<file path="src/rtl/mmio_fifo_port.sv">
// Memory-mapped dual FIFO port: processor-side TX push / RX pop, device-side valid/ready streams.
// Optional sticky overflow flags are built only when MMIO_FIFO_OVF_EN is defined.
module mmio_fifo_port #(
  parameter logic [15:0] BASE  = 16'h4000,
  parameter int unsigned DEPTH = 8,
  parameter int unsigned AW    = 3
) (
  input  logic        Clock,
  input  logic        Resetn,
  input  logic [15:0] ADDR,
  input  logic [15:0] DOUT,
  input  logic        W,
  output logic [15:0] rdata,
  output logic        hit,
  output logic [15:0] tx_data,
  output logic        tx_valid,
  input  logic        tx_ready,
  input  logic [15:0] rx_data,
  input  logic        rx_valid,
  output logic        rx_ready
);

  localparam logic [AW:0] FullCnt = (AW + 1)'(DEPTH);

  logic [15:0]   r_tx_mem [DEPTH];
  logic [15:0]   r_rx_mem [DEPTH];
  logic [AW-1:0] r_tx_wptr, r_tx_rptr, r_rx_wptr, r_rx_rptr;
  logic [AW:0]   r_tx_count, r_rx_count;
  logic [15:0]   r_rdata;
  logic          r_hit;

  logic          w_sel, w_wr;
  logic [1:0]    w_off;
  logic          w_tx_full, w_tx_empty, w_rx_full, w_rx_empty;
  logic          w_tx_push_req, w_tx_push, w_tx_pop;
  logic          w_rx_push_req, w_rx_push, w_rx_pop;
  logic          w_tx_ovf, w_rx_ovf;
  logic [6:0]    w_tx_cnt7, w_rx_cnt7;
  logic [15:0]   w_rd;

  assign w_sel = (ADDR[15:2] == BASE[15:2]);
  assign w_off = ADDR[1:0];
  assign w_wr  = W & w_sel;

  assign w_tx_full  = (r_tx_count == FullCnt);
  assign w_tx_empty = (r_tx_count == '0);
  assign w_rx_full  = (r_rx_count == FullCnt);
  assign w_rx_empty = (r_rx_count == '0);

  assign tx_valid = ~w_tx_empty;
  assign tx_data  = r_tx_mem[r_tx_rptr];
  assign rx_ready = ~w_rx_full;

  // A push into a full FIFO still lands when a pop frees the slot in the same cycle.
  assign w_tx_pop      = tx_valid & tx_ready;
  assign w_tx_push_req = w_wr & (w_off == 2'd0);
  assign w_tx_push     = w_tx_push_req & (~w_tx_full | w_tx_pop);

  assign w_rx_pop      = w_wr & (w_off == 2'd1) & ~w_rx_empty;
  assign w_rx_push_req = rx_valid & rx_ready;
  assign w_rx_push     = w_rx_push_req & (~w_rx_full | w_rx_pop);

  always_ff @(posedge Clock) begin
    if (w_tx_push) r_tx_mem[r_tx_wptr] <= DOUT;
    if (w_rx_push) r_rx_mem[r_rx_wptr] <= rx_data;
  end

  always_ff @(posedge Clock or negedge Resetn) begin
    if (!Resetn) begin
      r_tx_wptr  <= '0;
      r_tx_rptr  <= '0;
      r_tx_count <= '0;
    end else begin
      if (w_tx_push) r_tx_wptr <= r_tx_wptr + 1'b1;
      if (w_tx_pop)  r_tx_rptr <= r_tx_rptr + 1'b1;
      if (w_tx_push && !w_tx_pop)      r_tx_count <= r_tx_count + 1'b1;
      else if (!w_tx_push && w_tx_pop) r_tx_count <= r_tx_count - 1'b1;
    end
  end

  always_ff @(posedge Clock or negedge Resetn) begin
    if (!Resetn) begin
      r_rx_wptr  <= '0;
      r_rx_rptr  <= '0;
      r_rx_count <= '0;
    end else begin
      if (w_rx_push) r_rx_wptr <= r_rx_wptr + 1'b1;
      if (w_rx_pop)  r_rx_rptr <= r_rx_rptr + 1'b1;
      if (w_rx_push && !w_rx_pop)      r_rx_count <= r_rx_count + 1'b1;
      else if (!w_rx_push && w_rx_pop) r_rx_count <= r_rx_count - 1'b1;
    end
  end

`ifdef MMIO_FIFO_OVF_EN
  logic r_tx_ovf, r_rx_ovf;
  logic w_ovf_clr, w_tx_drop, w_rx_drop;

  assign w_ovf_clr = w_wr & (w_off == 2'd2);
  assign w_tx_drop = w_tx_push_req & w_tx_full & ~w_tx_pop;
  assign w_rx_drop = w_rx_push_req & w_rx_full & ~w_rx_pop;

  // A new overflow takes priority over a same-cycle clear.
  always_ff @(posedge Clock or negedge Resetn) begin
    if (!Resetn) begin
      r_tx_ovf <= 1'b0;
      r_rx_ovf <= 1'b0;
    end else begin
      if (w_tx_drop)      r_tx_ovf <= 1'b1;
      else if (w_ovf_clr) r_tx_ovf <= 1'b0;
      if (w_rx_drop)      r_rx_ovf <= 1'b1;
      else if (w_ovf_clr) r_rx_ovf <= 1'b0;
    end
  end

  assign w_tx_ovf = r_tx_ovf;
  assign w_rx_ovf = r_rx_ovf;
`else
  assign w_tx_ovf = 1'b0;
  assign w_rx_ovf = 1'b0;
`endif

  assign w_tx_cnt7 = 7'(r_tx_count);
  assign w_rx_cnt7 = 7'(r_rx_count);

  always_comb begin
    w_rd = 16'h0000;
    if (w_sel) begin
      case (w_off)
        2'd0:    w_rd = 16'h0000;
        2'd1:    w_rd = w_rx_empty ? 16'h0000 : r_rx_mem[r_rx_rptr];
        2'd2:    w_rd = {11'b0, w_rx_ovf, w_tx_full, w_tx_empty, w_rx_full, w_rx_empty};
        default: w_rd = {w_tx_ovf, w_rx_cnt7, 1'b0, w_tx_cnt7};
      endcase
    end
  end

  always_ff @(posedge Clock or negedge Resetn) begin
    if (!Resetn) begin
      r_rdata <= '0;
      r_hit   <= 1'b0;
    end else begin
      r_rdata <= w_rd;
      r_hit   <= w_sel;
    end
  end

  assign rdata = r_rdata;
  assign hit   = r_hit;

endmodule

</file>
<file path="config.mk">
export PLATFORM = sky130hd
export DESIGN_NAME = mmio_fifo_port
export DESIGN_NICKNAME = d
export VERILOG_FILES = /design/src/rtl/mmio_fifo_port.sv
export SDC_FILE = /design/constraint.sdc
export NUM_CORES = 1
export LEC_CHECK = 0
export BUFFER_PORTS_ARGS = -buffer_cell sky130_fd_sc_hd__buf_4
export CAP_MARGIN = 20
export CORE_UTILIZATION = 54
export DETAILED_ROUTE_END_ITERATION = 7
export PLACE_DENSITY_LB_ADDON = 0.08
export REMOVE_ABC_BUFFERS = 1
export SLEW_MARGIN = 25
export SYNTH_ARGS = -nofsm -noshare
export SYNTH_HDL_FRONTEND = slang
export SYNTH_SLANG_ARGS = --single-unit
</file>
<file path="constraint.sdc">
create_clock -name Clock -period 2.66 [get_ports Clock]
set_input_delay 0.266 -clock Clock [delete_from_list [all_inputs] [get_ports Clock]]
set_output_delay 0.266 -clock Clock [all_outputs]
set_load 0.05 [all_outputs]
</file>
# Word level (Yosys, flattened, before mapping)
# Memories as Yosys holds them, arrays and structs flattened.
# Cells that the tools add are included.
# W data, S select, Z words.
[classes]
n_addsub = 8
multipliers = 0
div_mod_pow = 0
magnitude_cmp = 0
eq_ne = 5
shifts = 0
n_mux = 11
bitwise = 14
reduce_logical = 13
[ops]
columns = ["cell", "count"]
rows = [
  ["$pmux W16 S3", 1],
  ["$mux W16", 2],
  ["$mux W4", 4],
  ["$eq A14 B13 Y1 const B", 1],
  ["$add A3 B1 Y3 const B", 4],
  ["$add A4 B1 Y4 const B", 2],
  ["$and A1 B1 Y1", 8],
  ["$eq A4 B4 Y1 const B", 2],
  ["$logic_not A4 Y1", 2],
  ["$sub A4 B1 Y4 const B", 2],
  ["$logic_and A1 B1 Y1", 4],
  ["$logic_not A1 Y1", 4],
  ["$mux W1", 4],
  ["$not A1 Y1", 4],
  ["$reduce_bool A2 Y1", 2],
  ["$eq A2 B1 Y1 const B", 1],
  ["$eq A2 B2 Y1 const B", 1],
  ["$logic_not A2 Y1", 1],
  ["$or A1 B1 Y1", 2],
]
[word_totals]
regBits = 37
latch_bits = 0
mem_bits_rw = 256
romBits = 0
out_inout_bits = 35
wordCells = 61
memories = 2
[memory_table]
columns = ["name", "words", "width", "rd", "rd_ports_with_merged_regs", "wr", "line", "source"]
rows = [
  ["r_rx_mem", 8, 16, 1, 0, 1, "26", "logic [15:0] r_rx_mem [DEPTH];"],
  ["r_tx_mem", 8, 16, 1, 0, 1, "25", "logic [15:0] r_tx_mem [DEPTH];"],
]

# Longest topological paths before layout
# Gate-level depths: netlist of run 1.
[depth]
word_depth = 10
mapped_depth = 11

# Worst setup path after synthesis of run 1
# Ideal clock, no wire load.
[synth_path]
path_type = "input-to-reg"
start = "in ADDR[1]"
end = "mem r_tx_mem[0][0], enable pin"
setup_time_ns = 0.430
arrival_ns = 2.610
path_slack_ns = -0.380
cell_stages = 4
n_path_buf = 0
cell_sequence = "or3b_1 -> a31oi_1 -> nand2_2 -> nor4_1"
[synth_between]
elab_chain_len = 5
[synth_lines]
columns = ["item", "line", "source"]
rows = [
  ["from (decl)", "10", "input logic [15:0] ADDR,"],
  ["$logic_not A2 Y1", "56", "assign w_tx_push_req = w_wr & (w_off == 2'd0);"],
  ["$and A1 B1 Y1", "56", ""],
  ["$and A1 B1 Y1", "57", "assign w_tx_push = w_tx_push_req & (~w_tx_full | w_tx_pop);"],
  ["$mux W1", "64", "if (w_tx_push) r_tx_mem[r_tx_wptr] <= DOUT;"],
  ["$mux W1 (not written as such)", "64", ""],
  ["to (decl)", "25", ""],
]
# Every way passes these cells.

# Worst setup path after layout of run 1
[layout_path]
start = "reg r_rx_count[1]"
end = "reg r_rx_count[3]"
[layout_between]
elab_chain_len = 8
[layout_lines]
columns = ["item", "line", "source"]
rows = [
  ["from (decl)", "28", "logic [AW:0] r_tx_count, r_rx_count;"],
  ["from (signal assigned)", "89", "if (w_rx_push && !w_rx_pop) r_rx_count <= r_rx_count + 1'b1;"],
  ["from (signal assigned)", "90", "else if (!w_rx_push && w_rx_pop) r_rx_count <= r_rx_count - 1'b1;"],
  ["$logic_not A4 Y1", "48", "assign w_rx_empty = (r_rx_count == '0);"],
  ["$not A1 Y1", "59", "assign w_rx_pop = w_wr & (w_off == 2'd1) & ~w_rx_empty;"],
  ["$and A1 B1 Y1", "59", ""],
  ["$or A1 B1 Y1", "61", "assign w_rx_push = w_rx_push_req & (~w_rx_full | w_rx_pop);"],
  ["$and A1 B1 Y1", "61", ""],
  ["$logic_not A1 Y1", "90", ""],
  ["$logic_and A1 B1 Y1", "90", ""],
  ["$reduce_bool A2 Y1 (no source line)", "--", ""],
]
# Several ways; a longest one is shown, not always the timed one. The select of a mux whose other input is x is not followed.
# A chain may end at the register's enable or synchronous reset.

==> results of run 1 <==
timing repair:
item                       in CTS  in global routing
pin swaps                       0                  1
cloned                          0                  1
hold buffers                   33                  0
hold endpoints to repair      293                  0
setup endpoints to repair       2                 14
gates resized for setup         4                  8
synth_stat cells, types with 3 or more instances:
cell type  instances  area share (%)
a21oi_1           12            0.52
a22oi_1            3            0.20
buf_1              3           0.098
buf_2              7            0.31
buf_4              5            0.33
clkbuf_1           8            0.26
dfrtp_1           37             8.1
edfxtp_1         256              67
ha_1              10             1.1
inv_1              5            0.16
mux2_2            20             2.0
mux2i_1           14             1.2
mux4_2            60              12
nand2_1           33             1.1
nand2b_1           6            0.33
nand3_1            4            0.17
nor2_1            12            0.39
nor3_1            13            0.57
nor4_1             4            0.22
o21ai_0            9            0.39
o2bb2ai_1          4            0.31
o31ai_1            3            0.20
xnor2_1           11            0.84
power by group through the flow:
stage / clock (W) / sequential [W] / combinational (W)
after floorplan: 0 / 0.00587 / 0.00204
after global placement: 0 / 0.00570 / 0.00315
after detailed placement: 0 / 0.00573 / 0.00322
after CTS: 0.00424 / 0.00564 / 0.00327
after global routing: 0.00441 / 0.00569 / 0.00354
final: 0.00415 / 0.00565 / 0.00332
metrics by stage:
step	TNS [ns]	hold slack, ns	cells
detailed placement	-0.1071	0.2909	937
CTS	0	0.0003101	1024
finish	0	0.02416	1025
global placement	0	0.2808	937
global route	-0.002663	0.02240	1025
floorplan	-9.328	-0.02959	543
worst reg2reg max path, cell delays in order, from the launching register on:
cell,delay [ns]
dfrtp_1,0.42
or4b_4,0.57
and2_4,0.20
ha_2,0.22
inv_2,0.11
ha_1,0.24
a21o_1,0.21
a21oi_1,0.19
mux2i_1,0.20
o31ai_1,0.09
metal layers:
metal	routed length, um	vias up	global-route usage, %
met3	947	28	3.148
met5	0	-	0
met4	350	0	5.464
li1	-	2632	-
met2	12050	130	38.89
met1	8782	3003	25.32
worst max-delay path by stage:
stage | start | endpoint | slack [ns] | cells after the start
3_3_place_gp | ADDR[6] | r_rx_count[3] | 0.03 | 10
5_1_grt | r_rx_count[1] | r_rx_count[3] | -0.003 | 9
6_report | r_rx_count[1] | r_rx_count[3] | 0.08 | 9
4_1_cts | r_tx_count[1] | r_tx_count[3] | 0.003 | 8
3_5_place_dp | ADDR[6] | r_rx_count[3] | -0.07 | 10
2_1_floorplan | ADDR[6] | r_tx_mem[0][0] | -0.42 | 4
registers in the layout (all words and copies together) (netlist names), 4 cells and up:
| name | flops |
|---|---|
| r_tx_count | 4 |
| r_tx_mem | 128 |
| r_rx_count | 4 |
| r_rx_mem | 128 |
| rdata | 16 |
area by class of cell:
class / instances / area (sq um) / area share (%)
Timing Repair Buffer: 158 / 1311 / 9.322
Clock inverter: 15 / 163.9 / 1.165
Inverter: 5 / 18.77 / 0.1334
Clock buffer: 39 / 833.3 / 5.924
Tap cell: 270 / 337.8 / 2.402
Sequential cell: 293 / 8617 / 61.26
Multi-Input combinational cell: 245 / 2784 / 19.79
cells by family (layout without fill, tap and decap cells):
kind of cell / count (synthesis) / count (layout) / synth area share (%)
compound gates: 40 / 40 / 2.237
fa+ha+maj: 12 / 12 / 1.440
mux: 96 / 96 / 15.23
xor+xnor: 12 / 12 / 0.9165
simple gates: 85 / 85 / 3.710
flops: 293 / 293 / 75.11
buf+inv: 30 / 217 / 1.353
cell usage in the layout (no fill, tap or decap), types with 4 or more instances in the layout:
cell type      Yosys  routed
a21oi_1           12      11
nand2b_1           6       6
xnor2_1           11      11
o2bb2ai_1          4       4
inv_1              5       4
clkinv_2           0       7
nand3_1            4       4
o21ai_0            9       9
dlygate4sd3_1      0      33
dfrtp_1           37      34
nor3_1            13       7
nand2_1           33      32
clkbuf_16          0      30
clkbuf_8           0       7
nor2_1            12      11
buf_4              5     122
mux4_2            60      60
edfxtp_1         256     256
ha_1              10       8
nor3_2             0       4
mux2_2            20      20
mux2i_1           14      14
==> metrics, run 1 <==
clk sink count 293; R2R setup slack 0.08 ns; Post-Layout Inst Area 14070 sq um; CP Capture Type register; htree depth 1; critical path cell sequence or4b_4, and2_4, ha_2, inv_2, ha_1, a21o_1, a21oi_1, mux2i_1, o31ai_1; Worst EP arrival 3.00 ns; total of max-cap violations 0; Top Family by Delay on Critical Path simple AND/OR/NAND/NOR gates; Worst Hold Path Cells 3; Seq pwr share 43.1%; switching pwr 0.003753 W; setup violators final 0; Cells after Synth 568; status complete, no violations; Core Util, Final 68.63%; DR vias 5793; DR DRC count 0; Fmax achieved 0.3879 GHz; Fillers 1308; Power Dens Cells 932.3 nW/um^2; Critical Path Fanout Max 6; area of the core 20490 sq um; Post-synth EDFFs 256; Placement Cell Area 12680 sq um; grt ovf 0; synthesized area 11470 sq um; Yosys cell types 45; worst slew pin tran 0.5715 ns; critical path class reg -> reg; sw frac 28.62%; Critical Path RT 3.08 ns; Die Height 147.7 um; Reg-to-Reg End r_rx_count[3]; drt initial violations 353; IO Port Bufs 87; CP Buf/Inv Count 1; HPWL Detailed 13.31 mm; Post-CTS Setup Bufs 0; Layout area overhead 22.66%; initial antenna violation count 0; Logic pwr share 25.3%; min Tclk post-route 2.578 ns; worst setup margin 0.08172 ns; Hold EP rdata[2]; Clock Root Buffer clkbuf_16; slew margin rel. 61.86%; insertion delay to the later sink of the worst-skew pair 0.55 ns; chip width 147.7 um; WL/cell 21.59 um; cts bufs inserted 29; worst hold path class in -> reg; largest net degree at the start of global routing 38; peak supply drop 0.5580 mV; internal cell power 0.009361 W; r2r startpoint r_rx_count[1]; Total Wirelength 22.13 mm; DIE AREA 21820 sq um; drt pass-1 iters 5; synthesized area per cell 20.19 sq um; Critical Path Start Type register; nets 797; Ports 88; HP Start ADDR[1]; vias in the first global route 6322; vias per cell 5.652; Final Cycle Share 96.93%; fraction of registers with async set/reset 12.63%; CP max-delay cell or4b_4; Synth Warn # 0; Clk pwr share 31.6%; CTS clock-pin slew for the worst setup and hold paths 0.06 ns; share of layout cells above drive strength 1 36.69%; leakage 4.915 nW; reg2reg path depth 9; sequential area share after synthesis 75.11%; CP max stage delay 0.57 ns; total track usage 20.87%; Final Max Tran Viols 0; clk_skew 0.01261 ns; Site Rows 52; Final Hold Violating Endpoints 0; gp weighted congestion 0.8120; CTS tree built; Tot Pwr 0.01311 W; number of synthesized register bits 293; Setup WS pre-CTS -0.06637 ns; Initial Utilization 55.95%; Post-DRT Antenna Nets 0; dominant synthesized flop cell edfxtp_1; ANT cells 0; CTS Buffer Depth 3; global-route wire length before repair 34.13 mm
No activity file was read; power rests on OpenSTA's default activity.
==> run 2: changes to the inputs <==
- CORE_ASPECT_RATIO: unset -> 1.75
==> run 2 against run 1 <==
  * The run now ends with DRC left
  * Flip-flop and latch count unchanged
  * Clock skew up 0.0084 ns
  * Via count up 1.8%
  * Wire length up 4.6%
  * Sequential share of layout area down 0.11 points
  * Combinational power up 3%
  * Worst hold slack better by 0.042 ns
  * Largest power group unchanged
  * Count of clock-buffer cells in the layout down 10
  * Critical path depth unchanged
  * Die area up 0.10%
  * Total power down 0.76%
  * First-iteration DRC count down 12%
  * Critical path type unchanged
==> metrics, run 2 (synthesis results as in run 1) <==
status finished with violations; violations in the final reports DRC; clk sink count 293 (unchanged); r2r startpoint r_rx_count[1]; IO Port Bufs 87 (unchanged); Reg-to-Reg End r_rx_count[3]; gp weighted congestion 0.7972 (-1.8%); global-route wire length before repair 35.57 mm (+4.2%); Critical Path Fanout Max 6 (unchanged); CP Capture Type register; vias in the first global route 6482 (+2.5%); Top Layer Used met4; Placement Cell Area 12750 sq um (+0.59%); Power Dens Cells 923.1 nW/um^2 (-0.99%); RSZ-0062 raised after global routing no; Fillers 1405 (+7.4%); vias per cell 5.835 (+3.2%); Sequential Area 8622 sq um (about the same); placed cell count 927 (-1.1%); chip width 112.2 um (-24%); Post-DRT Antenna Nets 0 (unchanged); Final Hold Violating Endpoints 0 (unchanged); Final Cycle Share 96.63% (-0.30 points); CTS Buffer Depth 3 (unchanged); initial antenna violation count 0 (unchanged); slew margin rel. 38.30% (-24 points); Routed met2 length 13.35 mm (+11%); Critical Path Start Type register; met3 wire length 898 um (-5.2%); HPWL Detailed 15.04 mm (+13%); Initial Utilization 55.01% (-0.94 points); area of the multi-input gates 2814 sq um (+1.1%); Die Height 194.8 um (+32%); worst hold path class in -> reg; Worst EP arrival 2.98 ns (-0.02 ns); CTS tree built; Core Util, Final 67.64% (-0.99 points); drt initial violations 312 (-12%); area of the core 20850 sq um (+1.7%); min Tclk post-route 2.570 ns (-0.007900 ns); Clock Root Buffer clkbuf_16; CTS clock-pin slew for the worst setup and hold paths 0.07 ns (about the same); Fmax achieved 0.3890 GHz (+0.31%); Critical Path RT 3.07 ns (about the same); drt pass-1 iters 7 (+2); htree depth 1 (unchanged); nets 806 (+1.1%); most common cell after layout, fill and taps aside edfxtp_1; Site Rows 70 (+35%); Final Max Tran Viols 0 (unchanged); Post-Layout Inst Area 14100 sq um (+0.24%); Non-Filler Instances 1011 (-1.4%); DR DRC count 7 (+7); Total Wirelength 23.14 mm (+4.6%); clk_skew 0.02098 ns (+0.008369 ns); WL/cell 22.89 um (+6.0%); crit path launch r_rx_count[1]; ANT cells 0 (unchanged); insertion delay to the later sink of the worst-skew pair 0.53 ns (-0.02 ns); Ports 88 (unchanged); DIE AREA 21850 sq um (+0.10%); most frequent cells in the layout edfxtp_1 (256), buf_4 (132), mux4_2 (60); grt ovf 0 (unchanged); worst slew pin tran 0.9221 ns (+0.3506 ns); critical path class reg -> reg; Setup WS pre-CTS -0.1619 ns (-0.09556 ns); worst setup margin 0.08962 ns (+0.007900 ns); Layout area overhead 22.96%; leakage 4.923 nW (+0.16%); WL met1 8.152 mm (-7.2%); R2R setup slack 0.09 ns (about the same); Worst setup endpoint r_rx_count[3]; reg2reg path depth 9 (unchanged); Hold WS 0.06657 ns (+0.04240 ns); total of max-cap violations 0 (unchanged); largest net degree at the start of global routing 38 (unchanged); setup violators final 0 (unchanged); cts bufs inserted 25 (-14%); DR vias 5899 (+1.8%); peak supply drop 0.6879 mV (+23%); share of layout cells above drive strength 1 38.34% (+1.7 points); total track usage 21.94% (+1.1 points)
## run 2: cell types whose count changed in the layout (fill, tap and decap cells not counted), sizes merged
cell      change
clkinvlp      +1
buf          +14
clkbuf       -11
bufinv        +2
inv           +2
clkinv        -4
## run 2: cell type report
cell class / instances / area share, %
Sequential cell: 293 / 61.15
Multi-Input combinational cell: 245 / 19.96
Timing Repair Buffer: 171 / 10.22
Clock buffer: 29 / 4.685
Tap cell: 252 / 2.236
Clock inverter: 16 / 1.615
Inverter: 5 / 0.1331
## run 2: worst min-delay path by stage
stage | start | end | slack, ns | cells past startpoint
2_1_floorplan | Resetn | hit | -0.03 | 0
3_3_place_gp | Resetn | r_tx_rptr[2] | 0.30 | 1
3_5_place_dp | Resetn | r_tx_rptr[1] | 0.30 | 1
4_1_cts | W | r_rx_rptr[2] | 0.05 | 3
5_1_grt | tx_ready | r_tx_rptr[2] | 0.06 | 3
6_report | tx_ready | r_tx_rptr[0] | 0.07 | 3
## run 2: worst max-delay path: stages, from the launching register on
cell and delay, ns:
dfrtp_1 0.42, or4b_4 0.57, and2_4 0.19, ha_4 0.19, inv_1 0.08, ha_1 0.24
a21o_1 0.23, a21oi_2 0.18, mux2i_1 0.24, o31ai_1 0.11
## run 2: report_power, final
part	internal (W)	total (W)	switching (W)
clock network	0.00229	0.00391	0.00162
logic	0.00152	0.00343	0.00191
registers	0.00543	0.00567	0.000241
## run 2: what timing repair did
| item | CTS | global route |
|---|---|---|
| setup endpoints to repair | 14 | 5 |
| pin swaps | 1 | 3 |
| endpoints found under the hold margin | 293 | 0 |
| setup buffers | 1 | 5 |
| resized for setup | 6 | 14 |
| hold buffers | 33 | 0 |
## run 2: routing by layer
metal | GRT usage, % | vias up
li1 | - | 2638
met1 | 23.19 | 3050
met2 | 43.02 | 159
met3 | 2.682 | 52
met4 | 9.136 | 0
met5 | 0 | -
## run 2: metrics by stage
stage | TNS (ns) | total power, W
6_report | 0 | 0.01302
5_1_grt | 0 | 0.01351
4_1_cts | 0 | 0.01301
3_5_place_dp | -0.1641 | 0.009018
3_3_place_gp | 0 | 0.008902
2_1_floorplan | -9.328 | 0.007913
